[src/rtl/dist_ram_sync_fifo.sv]
// Single-clock FIFO on distributed RAM with level-derived flags, standard or FWFT read.
// Optional sticky overflow/underflow flags are enabled by defining DIST_FIFO_ERR_FLAG_EN.
module dist_ram_sync_fifo #(
  parameter int ADDR_WIDTH       = 4,
  parameter int DATA_WIDTH       = 16,
  parameter int FWFT             = 0,
  parameter int ALMOST_FULL_NUM  = 2**ADDR_WIDTH - 2,
  parameter int ALMOST_EMPTY_NUM = 2
) (
  input  logic                  clk,
  input  logic                  rst_n,
  input  logic                  wr_en,
  input  logic [DATA_WIDTH-1:0] wr_data,
  output logic                  full,
  output logic                  almost_full,
  input  logic                  rd_en,
  output logic [DATA_WIDTH-1:0] rd_data,
  output logic                  empty,
  output logic                  almost_empty,
  output logic [ADDR_WIDTH:0]   level,
  output logic                  overflow,
  output logic                  underflow,
  input  logic                  err_clr
);
  localparam int DEPTH = 2**ADDR_WIDTH;
  localparam logic [ADDR_WIDTH:0] DEPTH_L = (ADDR_WIDTH+1)'(DEPTH);
  localparam logic [ADDR_WIDTH:0] AF_L    = (ADDR_WIDTH+1)'(ALMOST_FULL_NUM);
  localparam logic [ADDR_WIDTH:0] AE_L    = (ADDR_WIDTH+1)'(ALMOST_EMPTY_NUM);

  logic [DATA_WIDTH-1:0] mem [DEPTH];
  logic [ADDR_WIDTH-1:0] wr_ptr_q, wr_ptr_d;
  logic [ADDR_WIDTH-1:0] rd_ptr_q, rd_ptr_d;
  logic [ADDR_WIDTH:0]   level_q, level_d;
  logic                  wr_acc, rd_acc;

  // Flags come straight from the registered level so they move on the same edge.
  always_comb begin
    full         = (level_q == DEPTH_L);
    empty        = (level_q == '0);
    almost_full  = (level_q >= AF_L);
    almost_empty = (level_q <= AE_L);
    level        = level_q;
    wr_acc       = wr_en && !full;
    rd_acc       = rd_en && !empty;
  end

  always_comb begin
    wr_ptr_d = wr_ptr_q;
    rd_ptr_d = rd_ptr_q;
    level_d  = level_q;
    if (wr_acc) wr_ptr_d = wr_ptr_q + 1'b1;
    if (rd_acc) rd_ptr_d = rd_ptr_q + 1'b1;
    case ({wr_acc, rd_acc})
      2'b10:   level_d = level_q + 1'b1;
      2'b01:   level_d = level_q - 1'b1;
      default: level_d = level_q;
    endcase
  end

  always_ff @(posedge clk or negedge rst_n) begin
    if (!rst_n) begin
      wr_ptr_q <= '0;
      rd_ptr_q <= '0;
      level_q  <= '0;
    end else begin
      wr_ptr_q <= wr_ptr_d;
      rd_ptr_q <= rd_ptr_d;
      level_q  <= level_d;
    end
  end

  // Storage is not reset; a cleared level makes old contents unreachable.
  always_ff @(posedge clk) begin
    if (wr_acc) mem[wr_ptr_q] <= wr_data;
  end

  generate
    if (FWFT != 0) begin : g_fwft
      assign rd_data = mem[rd_ptr_q];
    end else begin : g_std
      logic [DATA_WIDTH-1:0] rd_data_q, rd_data_d;
      always_comb begin
        rd_data_d = rd_data_q;
        if (rd_acc) rd_data_d = mem[rd_ptr_q];
      end
      always_ff @(posedge clk or negedge rst_n) begin
        if (!rst_n) rd_data_q <= '0;
        else        rd_data_q <= rd_data_d;
      end
      assign rd_data = rd_data_q;
    end
  endgenerate

`ifdef DIST_FIFO_ERR_FLAG_EN
  logic overflow_q, overflow_d, underflow_q, underflow_d;
  // A new error in the clear cycle keeps the flag set.
  always_comb begin
    overflow_d  = (wr_en && full)  || (overflow_q  && !err_clr);
    underflow_d = (rd_en && empty) || (underflow_q && !err_clr);
  end
  always_ff @(posedge clk or negedge rst_n) begin
    if (!rst_n) begin
      overflow_q  <= 1'b0;
      underflow_q <= 1'b0;
    end else begin
      overflow_q  <= overflow_d;
      underflow_q <= underflow_d;
    end
  end
  assign overflow  = overflow_q;
  assign underflow = underflow_q;
`else
  logic unused_err_clr;
  assign unused_err_clr = err_clr;
  assign overflow       = 1'b0;
  assign underflow      = 1'b0;
`endif
endmodule

[config.mk]
export PLATFORM = sky130hd
export DESIGN_NAME = dist_ram_sync_fifo
export DESIGN_NICKNAME = d
export VERILOG_FILES = /design/src/rtl/dist_ram_sync_fifo.sv
export SDC_FILE = /design/constraint.sdc
export NUM_CORES = 1
export LEC_CHECK = 0
export CELL_PAD_IN_SITES_DETAIL_PLACEMENT = 0
export CELL_PAD_IN_SITES_GLOBAL_PLACEMENT = 2
export CORE_MARGIN = 5
export CORE_UTILIZATION = 47
export DETAILED_ROUTE_END_ITERATION = 8
export PLACE_DENSITY = 0.88
export SETUP_SLACK_MARGIN = 0.05
export SLEW_MARGIN = 20
export SYNTH_ARGS = -nofsm -noshare
export SYNTH_HDL_FRONTEND = slang
export SYNTH_SLANG_ARGS = --single-unit
export TNS_END_PERCENT = 5
[constraint.sdc]
create_clock -name clk -period 3.4 [get_ports clk]
set_input_delay 0.51 -clock clk [delete_from_list [all_inputs] [get_ports clk]]
set_output_delay 0.51 -clock clk [all_outputs]
set_load 0.01 [all_outputs]
==> flow_summary.ini <==
[critical_path]
critPathKind = reg2reg
rrSetupSlack_ns = 0.46
cp_max_fo = 6
crit_path_start_kind = register
cp_num_buf_inv = 1
cpMostUsedCell = ha_1
slowest_stage = dfrtp_1
arrival_ns = 3.35
worstPathRequired_ns = 3.81
cp_top_family = simple AND/OR/NAND/NOR gates
endpoint_kind = register
slowest_delay_ns = 0.44
crit_chain = or3_1 > or3_4 > nand2_4 > inv_2 > ha_1 > ha_1 > nor2b_1 > o21ai_1 > a21oi_1 > or3b_1 > xnor2_1

[detailed_routing]
first_iter_violations = 506
viasPerCell = 5.494
first_pass_iters = 5
drcViolationCount = 0
routed_wl_um = 22480
ant_nets = 0
routedWlPerCell_um = 23.37
vias = 5285

[pwr]
p_per_area_nw_per_um2 = 838.7
power_leakage_nw = 4.349
power.total_w = 0.01090
ir_worst_vdd_mv = 0.4002

[floorplan]
coreArea_um2 = 23330
die_h_um = 163.5
dieArea_um2 = 26750
ioPinCount = 48
rows = 56
initial_core_util_pct = 47.49
die_width_um = 163.5

[synthesis]
yosysMostFrequentCell = edfxtp_1
yosys.area_share.simple_pct = 3.037
yosys_warnings = 0
synthTopCellsByArea = edfxtp_1, mux4_2, dfrtp_1, nand2_1, mux2i_1
seq_area_frac_synth_pct = 75.93
netlist_area_um2 = 11080
synth_fa_ha_area_share_pct = 1.197
synth_common_cells = edfxtp_1, mux4_2, nand2_1
synth_cell_type_count = 37
synth_xor_area_share_pct = 0.7904
synth_top_family_by_area = multiplexers
synth_mux_area_share_pct = 14.69
async_reset_ff_share_pct = 10.18
syn_inst = 543
ys_ff_latch = 285
synth_compound_area_share_pct = 2.326
syn_avg_cell_area_um2 = 20.41
synth_top_area_share_pct = 69.38
synth_edf_count = 256
synth.largest_area_cell = edfxtp_1
synth_ff_type = edfxtp_1

[grt]
grt_pass1_wl_um = 34380
grt.overflow.total = 0
grt_usage_pct = 17.33
grt_max_degree = 34
antenna_found_initial = 0
first_global_vias = 5551

[clocking]
clock-root-buffer = clkbuf_16
cts.sinks = 285
h-tree-depth = 1
cts.path.max_buffers = 3
cts-resized-gates = 0
holdBufCountCts = 0
cts_tree = yes
numCtsBuffers = 29
postCtsSetupBuffers = 0
clkLatencyLatePin_ns = 0.53
clkTransAtPathRegs_ns = 0.06

[worst_hold_path]
hp-class = in2async

[placement]
dp_hpwl_um = 13450
gp_congestion = 0.7523
port_buffers = 44

[sta]
timing.fmax_ghz = 0.3403
worst_pin_slew_ns = 0.7085
min_period_ns = 2.939
finalSetupViolations = 0
final-hold-violation-count = 0
setup-tns-final_ns = 0
post-route-period-util_pct = 86.43
rsz0062_at_grt = no
final.setup_skew_ns = 0.008388
max_slew_margin_pct = 52.77
maxSlewViolCount = 0

[job]
maxCapViolations = 0

[layout]
syn_to_final_growth_pct = 17.27
drive_gt1_share_pct = 24.42
final_nets = 653
antennaDiodeCount = 0

[outcome]
status = finished, final reports clean
-- worst register-to-register path, cell delays in order, from the launching register on --
cell,delay [ns]
dfrtp_1,0.44
or3_1,0.41
or3_4,0.36
nand2_4,0.08
inv_2,0.06
ha_1,0.23
ha_1,0.33
nor2b_1,0.16
o21ai_1,0.16
a21oi_1,0.09
or3b_1,0.37
xnor2_1,0.13
-- placed cells by master, fill, tap and decap left out, types with 4 or more instances in the layout --
| cell | n |
|---|---|
| clkinv_1 | 4 |
| nand2_1 | 46 |
| mux2i_1 | 16 |
| ha_1 | 9 |
| mux4_2 | 64 |
| xnor2_1 | 8 |
| dfrtp_1 | 26 |
| clkinv_2 | 7 |
| nor3_2 | 4 |
| nor2_1 | 12 |
| o221ai_1 | 15 |
| bufinv_16 | 5 |
| edfxtp_1 | 256 |
| clkdlybuf4s50_1 | 44 |
| buf_4 | 34 |
| inv_1 | 7 |
| clkbuf_16 | 29 |
| o21ai_1 | 18 |
-- per-stage QoR --
step,area (um^2),utilization (%),std cells,setup WS (ns),hold slack (ns)
after global routing,12990,55.69,962,0.2856,0.4107
after global placement,12020,51.51,910,0.5406,0.4662
final,12990,55.69,962,0.4614,0.3826
after CTS,12990,55.69,962,0.4661,0.3788
after floorplan,11080,-,544,0.5882,0.2144
after detailed placement,12020,51.51,910,0.4811,0.4744
-- path summary, 6_finish.rpt --
kind                                                end  cells past startpoint               startpoint
worst max register to register     level[4]$_DFFE_PN0P_                     11     level[3]$_DFFE_PN0P_
min in group clk                rd_data[14]$_DFFE_PN0P_                      2  rd_data[14]$_DFFE_PN0P_
max in group asynchronous       rd_ptr_q[1]$_DFFE_PN0P_                      2                    rst_n
worst min-delay path            rd_data[13]$_DFFE_PN0P_                      2                    rst_n
worst min register to register  rd_data[14]$_DFFE_PN0P_                      2  rd_data[14]$_DFFE_PN0P_
worst max-delay path               level[4]$_DFFE_PN0P_                     11     level[3]$_DFFE_PN0P_
-- logic make-up after synthesis --
group	after synthesis
buffers and inverters	41
multiplexers	81
adder cells (fa/ha/maj)	10
other	1
AND/OR/NAND/NOR	76
XOR/XNOR	10
flip-flops	285
AO/OA/AOI/OAI	39
-- layer usage --
| layer | track usage [%] | share of wire [%] | vias to the layer above |
|---|---|---|---|
| li1 | - | - | 2339 |
| met1 | 23.49 | 40 | 2739 |
| met2 | 30.09 | 52 | 183 |
| met3 | 3.053 | 6.9 | 24 |
| met4 | 3.164 | 1.3 | 0 |
| met5 | 0 | 0 | - |
-- area by class of cell --
cell class,count,area [um^2]
clock inverters,21,241.5
flip-flops and latches,285,8417
well taps,319,399.1
inverters,10,37.54
multi-input cells,218,2470
fillers,1717,10340
clock buffers,31,733.2
repair buffers,78,695.7
-- report_power, final --
part,switching [W],total (W),leakage [nW],internal (W)
logic,0.00153,0.00303,1.22,0.00150
clock network,0.00126,0.00320,0.477,0.00194
registers,0.000355,0.00467,2.66,0.00432
total,0.00314,0.0109,4.35,0.00775
-- sequential cells by signal, summed over array words and instances (netlist names) --
name / flops
mem: 256
rd_data: 16
level: 5
rd_ptr_q: 4
wr_ptr_q: 4
Power figures use the tool's default switching activity.
